### config.mk
export PLATFORM = sky130hd
export DESIGN_NAME = arb2_burst
export DESIGN_NICKNAME = d
export VERILOG_FILES = /design/src/rtl/guia_pkg.sv /design/src/rtl/mux_word.sv /design/src/rtl/arb2_burst.sv
export SDC_FILE = /design/constraint.sdc
export NUM_CORES = 1
export LEC_CHECK = 0
export CAP_MARGIN = 5
export CORE_MARGIN = 5
export CORE_UTILIZATION = 36
export DETAILED_ROUTE_END_ITERATION = 12
export GPL_ROUTABILITY_DRIVEN = 1
export PLACE_DENSITY_LB_ADDON = 0.1
export SKIP_CTS_REPAIR_TIMING = 1
export SYNTH_ARGS = -nofsm -noshare
export SYNTH_HDL_FRONTEND = slang
export SYNTH_SLANG_ARGS = --single-unit
### constraint.sdc
create_clock -name clk -period 3.2 [get_ports clk]
set_input_delay 0.48 -clock clk [delete_from_list [all_inputs] [get_ports clk]]
set_output_delay 0.48 -clock clk [all_outputs]
set_load 0.005 [all_outputs]
### src/rtl/guia_pkg.sv
// Shared definitions for the two-requester burst arbiter.
// Provides the ownership state encoding (also driven out on the owner port)
// and the default word width / maximum burst length.
package guia_pkg;

  typedef enum logic [1:0] {
    ST_IDLE  = 2'b00,
    ST_OWN_A = 2'b01,
    ST_OWN_B = 2'b10
  } state_e;

  localparam int unsigned DEF_WIDTH     = 8;
  localparam int unsigned DEF_MAX_BURST = 4;

endpackage

### src/rtl/mux_word.sv
// WIDTH-bit 2:1 word multiplexer built from gate primitives per bit.
// Ports:
//   s      - selected word (a when select=0, b when select=1)
//   a, b   - candidate words
//   select - 0 picks a, 1 picks b
module mux_word #(
  parameter int unsigned WIDTH = 8
) (
  output logic [WIDTH-1:0] s,
  input  logic [WIDTH-1:0] a,
  input  logic [WIDTH-1:0] b,
  input  logic             select
);

  logic sel_n;

  not u_inv (sel_n, select);

  for (genvar i = 0; i < WIDTH; i++) begin : g_bit
    logic a_term;
    logic b_term;
    and u_and_a (a_term, a[i], sel_n);
    and u_and_b (b_term, b[i], select);
    or  u_or    (s[i], a_term, b_term);
  end

endmodule

### src/rtl/arb2_burst.sv
// Two-requester round-robin burst arbiter driving the select of a shared
// WIDTH-bit 2:1 channel mux. An owner keeps the channel until it delivers a
// beat marked last, delivers MAX_BURST beats, or drops its request; each
// release is followed by one IDLE cycle and priority flips to the other side.
// Ports:
//   clk, reset             - rising-edge clock, async active-high reset
//   req_a, data_a, last_a  - requester A valid / word / final-beat flag
//   req_b, data_b, last_b  - requester B valid / word / final-beat flag
//   out_ready              - consumer accepts the word this cycle
//   out_valid, out_data    - shared channel (data forced to 0 with no owner)
//   grant_a, grant_b       - ownership indications
//   owner                  - state code: 00 IDLE, 01 OWN_A, 10 OWN_B
module arb2_burst
  import guia_pkg::*;
#(
  parameter int unsigned WIDTH     = DEF_WIDTH,
  parameter int unsigned MAX_BURST = DEF_MAX_BURST
) (
  input  logic             clk,
  input  logic             reset,
  input  logic             req_a,
  input  logic [WIDTH-1:0] data_a,
  input  logic             last_a,
  input  logic             req_b,
  input  logic [WIDTH-1:0] data_b,
  input  logic             last_b,
  input  logic             out_ready,
  output logic             out_valid,
  output logic [WIDTH-1:0] out_data,
  output logic             grant_a,
  output logic             grant_b,
  output logic [1:0]       owner
);

  localparam int unsigned          CNT_W    = $clog2(MAX_BURST);
  localparam logic [CNT_W-1:0]     CNT_LAST = CNT_W'(MAX_BURST - 1);

  state_e           state_q;
  logic             prio_q;      // 0 favours A, 1 favours B
  logic [CNT_W-1:0] beat_cnt_q;

  logic             own_a;
  logic             own_b;
  logic             req_own;
  logic             last_own;
  logic             beat;
  logic             release_burst;
  logic [WIDTH-1:0] mux_s;

  assign own_a    = (state_q == ST_OWN_A);
  assign own_b    = (state_q == ST_OWN_B);

  // Only the current owner's request/last are visible; the other side waits.
  assign req_own  = (own_a & req_a)  | (own_b & req_b);
  assign last_own = (own_a & last_a) | (own_b & last_b);
  assign beat     = req_own & out_ready;

  // A dropped request ends the burst with no beat; otherwise a beat ends it
  // when flagged last or when it is the MAX_BURST-th beat.
  assign release_burst = (own_a | own_b) &
                         (~req_own | (beat & (last_own | (beat_cnt_q == CNT_LAST))));

  always_ff @(posedge clk or posedge reset) begin
    if (reset) begin
      state_q    <= ST_IDLE;
      prio_q     <= 1'b0;
      beat_cnt_q <= '0;
    end else begin
      case (state_q)
        ST_IDLE: begin
          beat_cnt_q <= '0;
          if (req_a && (!req_b || !prio_q)) begin
            state_q <= ST_OWN_A;
          end else if (req_b) begin
            state_q <= ST_OWN_B;
          end
        end
        ST_OWN_A, ST_OWN_B: begin
          if (release_burst) begin
            state_q    <= ST_IDLE;
            prio_q     <= own_a;
            beat_cnt_q <= '0;
          end else if (beat) begin
            beat_cnt_q <= beat_cnt_q + CNT_W'(1);
          end
        end
        default: begin
          state_q    <= ST_IDLE;
          beat_cnt_q <= '0;
        end
      endcase
    end
  end

  mux_word #(
    .WIDTH (WIDTH)
  ) u_mux (
    .s      (mux_s),
    .a      (data_a),
    .b      (data_b),
    .select (own_b)
  );

  assign grant_a   = own_a;
  assign grant_b   = own_b;
  assign out_valid = req_own;
  assign out_data  = mux_s & {WIDTH{own_a | own_b}};
  assign owner     = state_q;

endmodule

# Word-level counts from Yosys, hierarchy flattened
# Index checks and enable logic that the tools add are counted.
[op_classes]
addsub = 1
mul = 0
div = 0
magnitude_cmp = 0
n_eq_ne = 6
shifts = 0
muxes = 7
bitwise = 39
n_reduce_logical = 8
[op_table]
columns = ["operator", "count"]
rows = [
  ["$and A1 B1 Y1", 23],
  ["$or A1 B1 Y1", 13],
  ["$mux W2", 6],
  ["$and A8 B8 Y8", 1],
  ["$ne A3 B3 Y1 const B", 2],
  ["$eq A2 B2 Y1 const B", 2],
  ["$pmux W2 S2", 1],
  ["$reduce_and A2 Y1", 2],
  ["$add A2 B1 Y2 const B", 1],
  ["$eq A2 B1 Y1 const B", 1],
  ["$logic_not A1 Y1", 2],
  ["$logic_not A2 Y1", 1],
  ["$ne A2 B2 Y1 const B", 1],
  ["$not A1 Y1", 2],
  ["$reduce_or A2 Y1", 1],
  ["$logic_and A1 B1 Y1", 1],
  ["$logic_or A1 B1 Y1", 1],
]
[word_totals]
regBits = 5
latchBits = 0
ram_bits = 0
romBits = 0
out_inout_bits = 13
word_cells = 64
mem_count = 0

# Logic depth before layout (Yosys ltp)
[logic_depth]
ltp_word = 9
ltp_mapped = 7
depth_no_buf = 6

# By module
# A second synthesis with hierarchy kept.
[hier_totals]
hier_cells = 58
area_unflattened_um2 = 534.3
[by_module_without_submodules]
columns = ["module", "n_inst", "cells_each", "area_per_inst_um2", "seq_area_each_um2"]
rows = [
  ["arb2_burst", 1, 49, 402.9, 125.1],
  ["mux_word", 1, 9, 131.4, 0.0],
]

# Worst setup path after synthesis
# OpenSTA, ideal clock, no wires.
[synth_timing]
path_kind = "reg-to-reg"
start = "register state_q[0], in the netlist owner[0]"
end = "register prio_q"
setup_ps = 127
t_arrival_ps = 1614
path_slack_ps = 1458
path_stages_with_launch = 8
path_buffers = 1
path_cell_list = "dfrtp_1 > inv_1 > ha_1 > buf_6 > a221oi_4 > o21ai_1 > nand2_1 > mux2_1"
[synth_via]
elab_chain_cells = 8
elab_cells_between_ends = 17
cone_classes = "2 x eq/ne; 13 x bitwise; 2 x reduce/logical"
[synth_lines]
columns = ["item", "line", "text"]
rows = [
  ["start: declaration", "arb2_burst.sv:38", "state_e state_q;"],
  ["start signal: assignment", "arb2_burst.sv:65", "state_q <= ST_IDLE;"],
  ["start signal: assignment", "arb2_burst.sv:73", "state_q <= ST_OWN_A;"],
  ["start signal: assignment", "arb2_burst.sv:75", "state_q <= ST_OWN_B;"],
  ["$eq A2 B2 Y1 *", "arb2_burst.sv:51", "assign own_b = (state_q == ST_OWN_B);"],
  ["named net grant_b", "arb2_burst.sv:31", "output logic grant_b,"],
  ["$and A1 B1 Y1 (on tied branches)", "arb2_burst.sv:54, arb2_burst.sv:55", ""],
  ["$or A1 B1 Y1 (on tied branches)", "arb2_burst.sv:54, arb2_burst.sv:55", ""],
  ["$and A1 B1 Y1 or $or A1 B1 Y1 (tied branches)", "arb2_burst.sv:56, arb2_burst.sv:61", ""],
  ["$and A1 B1 Y1", "arb2_burst.sv:61", "(~req_own | (beat & (last_own | (beat_cnt_q == CNT_LAST))));"],
  ["$or A1 B1 Y1", "arb2_burst.sv:61", ""],
  ["$and A1 B1 Y1", "arb2_burst.sv:60", "assign release_burst = (own_a | own_b) &"],
  ["$reduce_and A2 Y1 (no line) *", "--", ""],
  ["end signal: assignment", "arb2_burst.sv:81", "prio_q <= own_a;"],
  ["end: declaration", "arb2_burst.sv:39", "logic prio_q;"],
]
# Mark *: on every way through the listed nets, which the timed path passes. The rest lies on a longest branch.
# A chain may end at the register's enable or synchronous reset.

# Worst setup path in the final report
[layout_timing]
start = "register state_q[0], in the netlist owner[0]"
end = "output out_data[3]"
[layout_via]
elab_chain_cells = 5
elab_cells_between_ends = 8
cone_classes = "2 x eq/ne; 6 x bitwise"
[layout_lines]
columns = ["item", "line", "text"]
rows = [
  ["$eq A2 B2 Y1", "arb2_burst.sv:51", ""],
  ["$not A1 Y1", "mux_word.sv:17", "not u_inv (sel_n, select);"],
  ["$and A1 B1 Y1", "mux_word.sv:22", "and u_and_a (a_term, a[i], sel_n);"],
  ["$or A1 B1 Y1", "mux_word.sv:24", "or u_or (s[i], a_term, b_term);"],
  ["$and A8 B8 Y8 *", "arb2_burst.sv:107", "assign out_data = mux_s & {WIDTH{own_a | own_b}};"],
  ["end: declaration", "arb2_burst.sv:29", "output logic [WIDTH-1:0] out_data,"],
]
# Every way passes the cells marked *; elsewhere a longest branch is shown, timed or not.

==> results.cfg <==
[synthesis]
synthArstFlopShare_pct = 100
netlist_area_um2 = 505
ys_ff_latch = 5
synth.distinct_cells = 19
yosysSeqAreaShare_pct = 24.8
syn-num-nets = 80
avgSynthCellArea_um2 = 9.54
synth.area.top_cells = dfrtp_1 25%, mux2i_1 16%, ha_1 9.9%, nor2b_1 9.9%, nand2_1 5.9%
yosys_warnings = 0
synth_edf_count = 0
synth_top_cell_area_share_pct = 24.8
synth_commonest_cells = 8 x mux2i_1, 8 x nand2_1, 8 x nor2b_1
synth_top_area_cell = dfrtp_1
synthFlopType = dfrtp_1
postSynthCellCount = 53

[worst_setup_path]
critPathMaxStageDelay_ps = 580
crit_type = flop to output port
required_ps = 2720
cp_top_family = buffers and inverters
crit_fanout = 11
cp_cell_sequence = inv_1 > ha_1 > mux2i_1 > nor2b_1 > clkdlybuf4s50_1
cp-end-kind = output port
cp.arrival_ps = 2150
cp_num_buf_inv = 2
cp-start-kind = flop
r2r_cells = 6
cp_slowest_cell = ha_1
cp.depth = 5

[placement]
place_congestion = 0.698
port-buffer-count = 35
hpwl_um = 1210
place_inst = 101
place_area_um2 = 856

[detailed_routing]
drtPass1Iterations = 3
num_vias = 504
dr.first_iter.drc_count = 1
routedWlPerCell_um = 13.3
drc = 0
totalWireLength_um = 1400
viasPerCell = 4.80
detail-route-antenna-nets = 0

[power]
p_seq_share_pct = 14.9
total_power_mw = 0.633
p_switching_mw = 0.228
p_int_mw = 0.405
p_sw_share_pct = 36.1
clkPwrFrac_pct = 11.0
worst_ir_drop_vdd_mv = 0.463
p_leak_nw = 0.369
combPwrFrac_pct = 74.0
p_per_area_nw_per_um2 = 717

[floorplan]
core_area_um2 = 1320
die_x_um = 47.5
die_area_um2 = 2250
ios = 36
die_h_um = 47.5
rows = 13
initial_utilization_pct = 38.4

[sta]
finalSetupViolations = 0
finClkSkew_ps = 1.40
period_share_pct = 82.3
whs_ps = 435
slew_headroom_pct = 57.8
hold_viol_final = 0
period_minus_slack_ps = 2630
slew_viol_final = 0
worstMarginPinSlew_ps = 633
rsz0062_at_grt = no
fmax_ghz = 0.380
tns_ps = 0

[clock_network]
h-tree-depth = 1
clk_latency_ps = 240
cts_buffers = 3
tritoncts = yes
clk_path_buf_depth = 2
clock_sinks = 5
cts.clk_slew.worst_paths_ps = 40
clockRootBuffer = clkbuf_4

[global_route]
grt_max_degree = 12
grt_pass1_wl_um = 2020
grt_usage_pct = 13.3
grt_pass1_vias = 471
grt-ovfl-total = 0
antenna_found_initial = 0

[final_layout]
drive_above_1_share_pct = 7.78
stdcell_area_um2 = 882
final_cells = 105
nFillCells = 123
diodes = 0
final_nets = 118
areaGrowthSynthToFinish_pct = 74.5

[hold_path]
hold_class = input port to asynchronous set/reset pin

[run_status]
status = completed

[job]
cap_viol_max_count = 0
-- layout make-up --
| class | instances | area, um^2 | share of cell area, % |
|---|---|---|---|
| inverter | 4 | 15.0 | 1.70 |
| clock buffer | 4 | 26.3 | 2.98 |
| multi-input combinational | 42 | 347 | 39.3 |
| timing repair buffer | 35 | 350 | 39.7 |
| sequential | 5 | 125 | 14.2 |
| tap | 15 | 18.8 | 2.13 |
-- final timing paths --
path | from | endpoint | slack [ps]
hold reg to reg | prio_q | prio_q | 500
min in group clk | prio_q | prio_q | 500
setup reg to reg | owner[0] | prio_q | 1260
hold / removal | reset | beat_cnt_q[1] | 430
setup / recovery | owner[0] | out_data[3] | 570
max in group asynchronous | reset | owner[0] | 2600
-- power groups by stage --
| stage | clock network (mW) | logic [mW] | registers, mW |
|---|---|---|---|
| detailed placement | 0 | 0.475 | 0.0952 |
| CTS | 0.0733 | 0.477 | 0.0943 |
| global placement | 0 | 0.474 | 0.0946 |
| global route | 0.0793 | 0.508 | 0.0965 |
| finish | 0.0699 | 0.468 | 0.0946 |
| floorplan | 0 | 0.272 | 0.0937 |
-- through the flow --
| stage | setup slack [ps] | utilization, % |
|---|---|---|
| after floorplan | 1460 | - |
| after detailed placement | 802 | 65.0 |
| final | 566 | 67.0 |
| after global routing | 414 | 67.0 |
| after global placement | 837 | 65.0 |
| after CTS | 541 | 67.0 |
-- flip-flops by register name, summed over array words and instances (netlist names) --
register	count
prio_q	1
beat_cnt_q	2
owner	2
-- per-layer routing --
metal,vias up,routed length (um),track usage (%)
li1,261,-,-
met1,223,551,13.5
met2,20,691,24.1
met3,0,155,3.38
met4,0,0,8.29
met5,-,0,0
-- layout by cell type, fill, tap and decap left out, drive strengths merged --
cell / count
clkdlybuf4s50: 35
nand2: 8
mux2i: 8
nor2b: 8
dfrtp: 5
a21oi: 5
inv: 4
ha: 4
clkbuf: 4
a221oi: 1
nand3: 1
a22o: 1
o21ai: 1
mux2: 1
o211ai: 1
nor2: 1
a41o: 1
nand3b: 1
-- cells by family after synthesis --
family / after synthesis / synth area share, %
mux: 9 / 18.1
compound gates: 10 / 21.5
buf+inv: 6 / 6.68
flops: 5 / 24.8
fa+ha+maj: 4 / 9.90
simple gates: 19 / 19.1
-- worst reg2reg max path, delay by kind of cell (launching register included) --
kind / cells / cell delay [ps]
adder cells (fa/ha/maj): 1 / 420
buffers and inverters: 1 / 90
flip-flops: 1 / 360
multiplexers: 1 / 320
AO/OA/AOI/OAI: 2 / 540
AND/OR/NAND/NOR: 1 / 80
Note: power is estimated with default switching activity, not from simulation.
